--- config.mk ---
export PLATFORM = sky130hd
export DESIGN_NAME = mem_port_arbiter_flat
export DESIGN_NICKNAME = d
export VERILOG_FILES = /design/src/rtl/mem_port_arbiter_if.sv /design/src/rtl/mem_port_arbiter.sv /design/src/flat_wrapper.sv
export SDC_FILE = /design/constraint.sdc
export NUM_CORES = 1
export LEC_CHECK = 0
export CORE_AREA = 3 3 110 112
export CTS_BUF_LIST = sky130_fd_sc_hd__clkbuf_8
export DETAILED_ROUTE_END_ITERATION = 7
export DIE_AREA = 0 0 113 115
export HOLD_SLACK_MARGIN = 0.05
export PLACE_DENSITY = 0.66
export SKIP_LAST_GASP = 1
export SLEW_MARGIN = 20
export SYNTH_ARGS = -nofsm -noshare
export SYNTH_HDL_FRONTEND = slang
export SYNTH_SLANG_ARGS = --single-unit
--- constraint.sdc ---
create_clock -name clk -period 2.9 [get_ports clk]
set_clock_uncertainty 0.2 [all_clocks]
set_input_delay 0.58 -clock clk [delete_from_list [all_inputs] [get_ports clk]]
set_output_delay 0.58 -clock clk [all_outputs]
set_load 0.02 [all_outputs]
--- src/rtl/mem_port_arbiter_if.sv ---
// mem_port_arbiter_if: fetch, data and memory-side signals of the shared memory port
interface mem_port_arbiter_if #(
  parameter int ADDR_W = 32,
  parameter int DATA_W = 32
);
  logic              if_req;
  logic [ADDR_W-1:0] if_addr;
  logic              if_gnt;
  logic              if_stall;
  logic              if_rvalid;
  logic [DATA_W-1:0] if_rdata;
  logic              dm_req;
  logic              dm_we;
  logic [3:0]        dm_be;
  logic [ADDR_W-1:0] dm_addr;
  logic [DATA_W-1:0] dm_wdata;
  logic              dm_gnt;
  logic              dm_stall;
  logic              dm_rvalid;
  logic [DATA_W-1:0] dm_rdata;
  logic              mem_en;
  logic [3:0]        mem_we;
  logic [ADDR_W-3:0] mem_addr;
  logic [DATA_W-1:0] mem_wdata;
  logic [DATA_W-1:0] mem_rdata;
  modport slave (
    input  if_req, if_addr, dm_req, dm_we, dm_be, dm_addr, dm_wdata, mem_rdata,
    output if_gnt, if_stall, if_rvalid, if_rdata, dm_gnt, dm_stall, dm_rvalid, dm_rdata,
           mem_en, mem_we, mem_addr, mem_wdata
  );
  modport master (
    output if_req, if_addr, dm_req, dm_we, dm_be, dm_addr, dm_wdata, mem_rdata,
    input  if_gnt, if_stall, if_rvalid, if_rdata, dm_gnt, dm_stall, dm_rvalid, dm_rdata,
           mem_en, mem_we, mem_addr, mem_wdata
  );
endinterface

--- src/rtl/mem_port_arbiter.sv ---
// mem_port_arbiter: data-first arbitration of one memory port between fetch and data access
module mem_port_arbiter #(
  parameter int ADDR_W          = 32,
  parameter int DATA_W          = 32,
  parameter int MAX_DATA_STREAK = 4
) (
  input  logic                clk,
  input  logic                resetn,
  mem_port_arbiter_if.slave   bus,
  output logic [15:0]         conflict_cnt
);
  typedef enum logic [1:0] {RSP_NONE, RSP_IF, RSP_DM} rsp_t;
  localparam logic [3:0] MAX = 4'(MAX_DATA_STREAK);
  rsp_t       rsp_q, rsp_d;
  logic [3:0] streak_q, streak_d;
  logic       both, if_gnt, dm_gnt, unused_addr;
  always_comb begin
    both          = bus.if_req & bus.dm_req;
    dm_gnt        = resetn & bus.dm_req & ~(bus.if_req & (streak_q == MAX));
    if_gnt        = resetn & bus.if_req & ~dm_gnt;
    bus.if_gnt    = if_gnt;
    bus.dm_gnt    = dm_gnt;
    bus.if_stall  = resetn & bus.if_req & ~if_gnt;
    bus.dm_stall  = resetn & bus.dm_req & ~dm_gnt;
    bus.mem_en    = if_gnt | dm_gnt;
    bus.mem_we    = (dm_gnt & bus.dm_we) ? bus.dm_be : 4'b0000;
    bus.mem_addr  = dm_gnt ? bus.dm_addr[ADDR_W-1:2] : bus.if_addr[ADDR_W-1:2];
    bus.mem_wdata = bus.dm_wdata;
    // resetn gating kills the response of a read granted just before reset
    bus.if_rvalid = resetn & (rsp_q == RSP_IF);
    bus.dm_rvalid = resetn & (rsp_q == RSP_DM);
    bus.if_rdata  = bus.mem_rdata;
    bus.dm_rdata  = bus.mem_rdata;
    rsp_d         = if_gnt ? RSP_IF : (dm_gnt & ~bus.dm_we) ? RSP_DM : RSP_NONE;
    streak_d      = (!bus.if_req || if_gnt) ? 4'd0 : dm_gnt ? streak_q + 4'd1 : streak_q;
    unused_addr   = ^{bus.if_addr[1:0], bus.dm_addr[1:0]};
  end
  always_ff @(posedge clk) begin
    if (!resetn) begin
      rsp_q        <= RSP_NONE;
      streak_q     <= 4'd0;
      conflict_cnt <= 16'd0;
    end else begin
      rsp_q    <= rsp_d;
      streak_q <= streak_d;
      if (both && conflict_cnt != 16'hFFFF) conflict_cnt <= conflict_cnt + 16'd1;
    end
  end
endmodule
--- src/flat_wrapper.sv ---
// flat-port wrapper written by rule: the top's interface ports become plain ports
module mem_port_arbiter_flat 
#(
  parameter int ADDR_W          = 32,
  parameter int DATA_W          = 32,
  parameter int MAX_DATA_STREAK = 4
)
  (clk, resetn, conflict_cnt, bus_if_req, bus_if_addr, bus_dm_req, bus_dm_we, bus_dm_be, bus_dm_addr, bus_dm_wdata, bus_mem_rdata, bus_if_gnt, bus_if_stall, bus_if_rvalid, bus_if_rdata, bus_dm_gnt, bus_dm_stall, bus_dm_rvalid, bus_dm_rdata, bus_mem_en, bus_mem_we, bus_mem_addr, bus_mem_wdata);
  mem_port_arbiter_if #(.ADDR_W(ADDR_W), .DATA_W(DATA_W)) bus_i ();
  input  logic clk;
  input  logic resetn;
  output logic [15:0] conflict_cnt;
  input wire logic [$bits(bus_i.if_req)-1:0] bus_if_req;
  input wire logic [$bits(bus_i.if_addr)-1:0] bus_if_addr;
  input wire logic [$bits(bus_i.dm_req)-1:0] bus_dm_req;
  input wire logic [$bits(bus_i.dm_we)-1:0] bus_dm_we;
  input wire logic [$bits(bus_i.dm_be)-1:0] bus_dm_be;
  input wire logic [$bits(bus_i.dm_addr)-1:0] bus_dm_addr;
  input wire logic [$bits(bus_i.dm_wdata)-1:0] bus_dm_wdata;
  input wire logic [$bits(bus_i.mem_rdata)-1:0] bus_mem_rdata;
  output wire logic [$bits(bus_i.if_gnt)-1:0] bus_if_gnt;
  output wire logic [$bits(bus_i.if_stall)-1:0] bus_if_stall;
  output wire logic [$bits(bus_i.if_rvalid)-1:0] bus_if_rvalid;
  output wire logic [$bits(bus_i.if_rdata)-1:0] bus_if_rdata;
  output wire logic [$bits(bus_i.dm_gnt)-1:0] bus_dm_gnt;
  output wire logic [$bits(bus_i.dm_stall)-1:0] bus_dm_stall;
  output wire logic [$bits(bus_i.dm_rvalid)-1:0] bus_dm_rvalid;
  output wire logic [$bits(bus_i.dm_rdata)-1:0] bus_dm_rdata;
  output wire logic [$bits(bus_i.mem_en)-1:0] bus_mem_en;
  output wire logic [$bits(bus_i.mem_we)-1:0] bus_mem_we;
  output wire logic [$bits(bus_i.mem_addr)-1:0] bus_mem_addr;
  output wire logic [$bits(bus_i.mem_wdata)-1:0] bus_mem_wdata;
  assign bus_i.if_req = bus_if_req;
  assign bus_i.if_addr = bus_if_addr;
  assign bus_i.dm_req = bus_dm_req;
  assign bus_i.dm_we = bus_dm_we;
  assign bus_i.dm_be = bus_dm_be;
  assign bus_i.dm_addr = bus_dm_addr;
  assign bus_i.dm_wdata = bus_dm_wdata;
  assign bus_i.mem_rdata = bus_mem_rdata;
  assign bus_if_gnt = bus_i.if_gnt;
  assign bus_if_stall = bus_i.if_stall;
  assign bus_if_rvalid = bus_i.if_rvalid;
  assign bus_if_rdata = bus_i.if_rdata;
  assign bus_dm_gnt = bus_i.dm_gnt;
  assign bus_dm_stall = bus_i.dm_stall;
  assign bus_dm_rvalid = bus_i.dm_rvalid;
  assign bus_dm_rdata = bus_i.dm_rdata;
  assign bus_mem_en = bus_i.mem_en;
  assign bus_mem_we = bus_i.mem_we;
  assign bus_mem_addr = bus_i.mem_addr;
  assign bus_mem_wdata = bus_i.mem_wdata;
  mem_port_arbiter #(.ADDR_W(ADDR_W), .DATA_W(DATA_W), .MAX_DATA_STREAK(MAX_DATA_STREAK)) u_core (.clk(clk), .resetn(resetn), .bus(bus_i), .conflict_cnt(conflict_cnt));
endmodule
# After elaboration in Yosys (flattened, before gate mapping)
# Cells that the tools add are included.
# word_totals
register_bits	22
elab_cells	37
output_inout_bits	153
latch_bits	0
in_bits	137
memories	0
rom_bits	0
mem_bits_rw	0
# op_classes
bitwise	18
n_eq_ne	4
shift	0
div	0
mux	4
n_addsub	2
mul	0
n_lt_le_gt_ge	0
n_reduce_logical	5
# op_table
operator	count
2-to-1 mux 30 bit	1
adder 16 x 1 -> 16 bit, second input constant	1
!= test 16 bit, second input constant	1
AND 1 bit	12
NOT 1 bit	5
adder 4 x 1 -> 4 bit, second input constant	1
== test 4 x 3 -> 1 bit, second input constant	1
2-to-1 mux 4 bit	1
OR reduction 2 bit	2
== test 2 x 1 -> 1 bit, second input constant	1
== test 2 bit, second input constant	1
2-to-1 mux 2 bit	1
logical AND 1 bit	1
zero test 1 bit	1
logical OR 1 bit	1
2-to-1 mux 1 bit	1
OR 1 bit	1

# Longest topological paths before layout
# depth
ltp_word	8
mapped_depth	7
ltp_nobuf	6

# Worst setup path after synthesis
# Ideal clock, no wire load.
# synth_path
kind	input to output
startpoint	in bus_if_req
endpoint	out bus_if_stall
path_stages	6
n_path_buf	2
arrival_time_ns	1.745
path_slack_ns	0.375
required_ns	2.120
cell_sequence	buf_2 > nand4b_1 > nor2b_1 > clkbuf_1 > nand2_1 > inv_1
# synth_via
elab_chain_len	7
word_cells_on_any_way	8
classes_between	bitwise: 8
# synth_rtl
item	line_no	source
start, declared	flat_wrapper.sv:13	input wire logic [$bits(bus_i.if_req)-1:0] bus_if_req;
AND 1 bit	mem_port_arbiter.sv:19	dm_gnt = resetn & bus.dm_req & ~(bus.if_req & (streak_q == MAX));
NOT 1 bit	mem_port_arbiter.sv:19	
AND 1 bit	mem_port_arbiter.sv:19	
named net bus_dm_gnt	flat_wrapper.sv:25	output wire logic [$bits(bus_i.dm_gnt)-1:0] bus_dm_gnt;
NOT 1 bit	mem_port_arbiter.sv:20	if_gnt = resetn & bus.if_req & ~dm_gnt;
AND 1 bit	mem_port_arbiter.sv:20	
NOT 1 bit	mem_port_arbiter.sv:23	bus.if_stall = resetn & bus.if_req & ~if_gnt;
AND 1 bit	mem_port_arbiter.sv:23	
end, declared	flat_wrapper.sv:22	output wire logic [$bits(bus_i.if_stall)-1:0] bus_if_stall;
# The timed path passes the listed nets, and every way through them passes these cells.

# Final worst setup path
# layout_path
startpoint	reg u_core.streak_q[0]
endpoint	out bus_mem_addr[14]
# layout_via
elab_chain_len	5
# layout_rtl
item	line_no	source
start, declared	mem_port_arbiter.sv:15	logic [3:0] streak_q, streak_d;
start signal, assigned	mem_port_arbiter.sv:45	streak_q <= streak_d;
== test 4 x 3 -> 1 bit	mem_port_arbiter.sv:19	
AND 1 bit	mem_port_arbiter.sv:19	
NOT 1 bit	mem_port_arbiter.sv:19	
AND 1 bit	mem_port_arbiter.sv:19	
2-to-1 mux 30 bit	mem_port_arbiter.sv:27	bus.mem_addr = dm_gnt ? bus.dm_addr[ADDR_W-1:2] : bus.if_addr[ADDR_W-1:2];
end, declared	flat_wrapper.sv:31	output wire logic [$bits(bus_i.mem_addr)-1:0] bus_mem_addr;
# No other way between the ends.

==> summary.txt <==
Floorplan
  – Initial Util: 20.0%
  – Die area: 0.0130 sq mm
  – Core footprint: 0.0113 sq mm
  – IO Pins: 290
  – Row Count: 39
  – DIE WIDTH: 113 um
  – Die Height: 115 um

Worst setup path
  – Worst EP required: 2.12 ns
  – Critical path capture point type: primary output
  – Crit start category: flop
  – Crit Path Category: flop to primary output
  – Critical Path AT: 2.02 ns
  – R2r worst-path depth: 5
  – Crit-path max FO: 9

Placed design
  – Post-DP HPWL: 7.13 mm
  – Port Buffer Count: 125
  – Placed Instances: 438
  – Final GP Congestion: 0.782
  – Pre-CTS setup slack: -0.399 ns
  – Post-DP Area: 0.00300 sq mm

Clock tree
  – Root buffer cell: clkbuf_8
  – Post-CTS Hold Fix Bufs: 0
  – CTS clk-pin slew, worst paths: 0.08 ns
  – Longest Clk Path Bufs: 2
  – CTS Sinks: 22
  – H-tree levels: 1
  – Clock Latency Late Sink: 0.26 ns
  – CTS tree: yes
  – CTS buffer count: 3

Yosys
  – Syn Nets: 406
  – Sequential share of the synthesized area: 19.4%
  – Mapped Area: 0.00227 sq mm
  – Mapped Avg Cell Area: 8.52 sq um
  – Register bit total from synthesis: 22
  – Post-Syn Instances: 266
  – Number of warnings issued by yosys: 0
  – Distinct cell type count after synthesis: 42

STA
  – Final setup vio count: 0
  – Worst Max-Slew Pin Slew: 0.684 ns
  – RSZ-0062 raised after global routing: false
  – Fin crit period: 2.80 ns
  – Hold Vio Cnt, Final: 0
  – Fin. max-slew vios: 0
  – Relative slew slack: 54.0%
  – F_max: 357 MHz
  – Final Cycle Share: 96.6%
  – Setup WS post-layout: 0.0994 ns

Routing
  – Drt pass-1 iters: 4
  – DR vias/cell: 4.40
  – Final WL: 8.50 mm
  – DR WL/cell: 18.9 um
  – Remaining antenna violation count: 0
  – Vias: 1,979
  – Iter 0 DRT Violations: 89
  – Post-route DRC violation count: 0

Power and ir drop
  – Clock share of power: 26.0%
  – Power Density: 275 mW/mm^2
  – Switching power total: 243 uW
  – Internal: 607 uW
  – Seq pwr share: 36.3%
  – Final Power: 850 uW
  – Leakage power: 1.20 nW
  – Sw Ratio: 28.6%
  – VDD IR max: 0.138 mV
  – Comb power frac: 37.7%

Outcome
  – Status: completed

Global routing
  – First-pass GRT wire length: 12.5 mm
  – Remaining Overflow, GRT: 0
  – Vias in the first global route: 2,047
  – Largest net degree at the start of global routing: 15
  – GR Util All Layers: 12.4%
  – Initial antenna violation count: 0

Final layout
  – Most frequent cells in the layout: 87 x clkdlybuf4s50_1, 26 x buf_4, 24 x mux2_2
  – Final instance area: 0.00309 sq mm
  – Core Util, Final: 27.3%
  – Share of cells above drive strength 1: 29.0%
  – ANT cells: 0
  – Most common cell after layout, fill and taps aside: clkdlybuf4s50_1
  – Final #Nets: 448
  – Area growth, synth to finish: 36.3%
  – Layout Cells excl Fill: 450

Flow run
  – Max-cap viol count: 0

Min path
  – WHS Path Cells: 1
  – Hold WC Path Type: flop to flop
[layout make-up]
class                   instances  area, sq um
well taps                     143          179
repair buffers                142         1330
clock buffers                   4         55.1
fillers                      1220         8230
inverters                       4         15.0
multi-input cells             135         1070
flip-flops and latches         22          443
[critical path, stage by stage, from the launching register on]
cell	delay (ns)
dfxtp_2	0.35
inv_1	0.05
ha_1	0.19
nand4b_1	0.11
nor2b_4	0.22
buf_6	0.14
buf_16	0.12
buf_6	0.11
mux2_4	0.30
buf_4	0.16
[state kept, by name, indices dropped and copies added, names as in the netlist]
register             cells
u_core.rsp_q             2
u_core.conflict_cnt     16
u_core.streak_q          4
[cell usage after synthesis]
library cell | n | area (sq um)
buf_4 | 96 | 721
mux2_2 | 24 | 270
dfxtp_1 | 22 | 440
nand2_1 | 13 | 48.8
nor2_1 | 11 | 41.3
a21oi_1 | 10 | 50.1
nand3_1 | 7 | 35.0
o31ai_1 | 7 | 52.6
and3_1 | 6 | 37.5
mux2_1 | 6 | 67.6
or4_1 | 6 | 45.0
buf_2 | 4 | 20.0
clkbuf_1 | 4 | 15.0
inv_1 | 4 | 15.0
nand4_1 | 4 | 25.0
and4_1 | 3 | 26.3
ha_1 | 3 | 37.5
mux2i_1 | 3 | 30.0
nand2b_1 | 3 | 18.8
nor4_1 | 3 | 18.8
nand4_2 | 2 | 25.0
nor2b_1 | 2 | 12.5
o21ai_1 | 2 | 10.0
or3_1 | 2 | 12.5
xnor2_1 | 2 | 17.5
a2111oi_2 | 1 | 15.0
and2_1 | 1 | 6.26
and4_4 | 1 | 11.3
buf_6 | 1 | 11.3
nand4_4 | 1 | 21.3
nand4b_1 | 1 | 8.76
nor3_2 | 1 | 10.0
nor3b_1 | 1 | 7.51
nor4_4 | 1 | 21.3
o211ai_1 | 1 | 7.51
o21a_1 | 1 | 7.51
o21ai_0 | 1 | 5.00
o31a_1 | 1 | 8.76
o41ai_1 | 1 | 8.76
or2_1 | 1 | 6.26
or3b_1 | 1 | 8.76
xor2_1 | 1 | 8.76
[logic make-up (layout without fill, tap and decap cells)]
kind of cell               count (synthesis)  in the layout  share of synthesized area (%)
AOI/OAI and AO/OA                         25             25                           7.28
xor gates and xnor gates                   3              3                           1.16
adders and majority gates                  3              3                           1.66
buffers and inverters                    109            150                           34.5
DFF                                       22             22                           19.4
muxes                                     33             33                           16.2
and+or+nand+nor                           71             71                           19.8
[through the flow]
stage | TNS [ns] | hold slack [ns]
floorplan | 0 | 0.230
global placement | -10.31 | 0.246
detailed placement | -10.47 | 0.266
CTS | 0 | 0.239
global route | 0 | 0.244
finish | 0 | 0.230
[power by group through the flow]
stage | Clock [mW] | Combinational (mW) | Sequential [mW]
2_1_floorplan | 0 | 0.308 | 0.317
3_3_place_gp | 0 | 0.323 | 0.315
3_5_place_dp | 0 | 0.324 | 0.316
4_1_cts | 0.226 | 0.323 | 0.309
5_1_grt | 0.240 | 0.341 | 0.310
6_report | 0.221 | 0.320 | 0.309
[path summary, 6_finish.rpt]
kind                             end  slack [ns]                    from
max                 bus_mem_addr[14]         0.1      u_core.streak_q[0]
min               u_core.streak_q[0]        0.23      u_core.streak_q[0]
max reg2reg  u_core.conflict_cnt[14]        0.69  u_core.conflict_cnt[0]
min reg2reg       u_core.streak_q[0]        0.23      u_core.streak_q[0]
[repair_timing]
action,CTS,global route
buffers inserted,4,3
gates cloned,1,0
resized for setup,86,15
pin swaps,1,0
endpoints found under the hold margin,0,0
endpoints found under the setup margin,38,19
[per-layer routing]
metal | track usage, % | up-vias | routed length (um)
li1 | - | 911 | -
met1 | 14.4 | 909 | 3160
met2 | 21.4 | 133 | 4030
met3 | 5.21 | 26 | 1200
met4 | 2.40 | 0 | 115
met5 | 0 | - | 0
No activity file was read; power rests on OpenSTA's default activity.
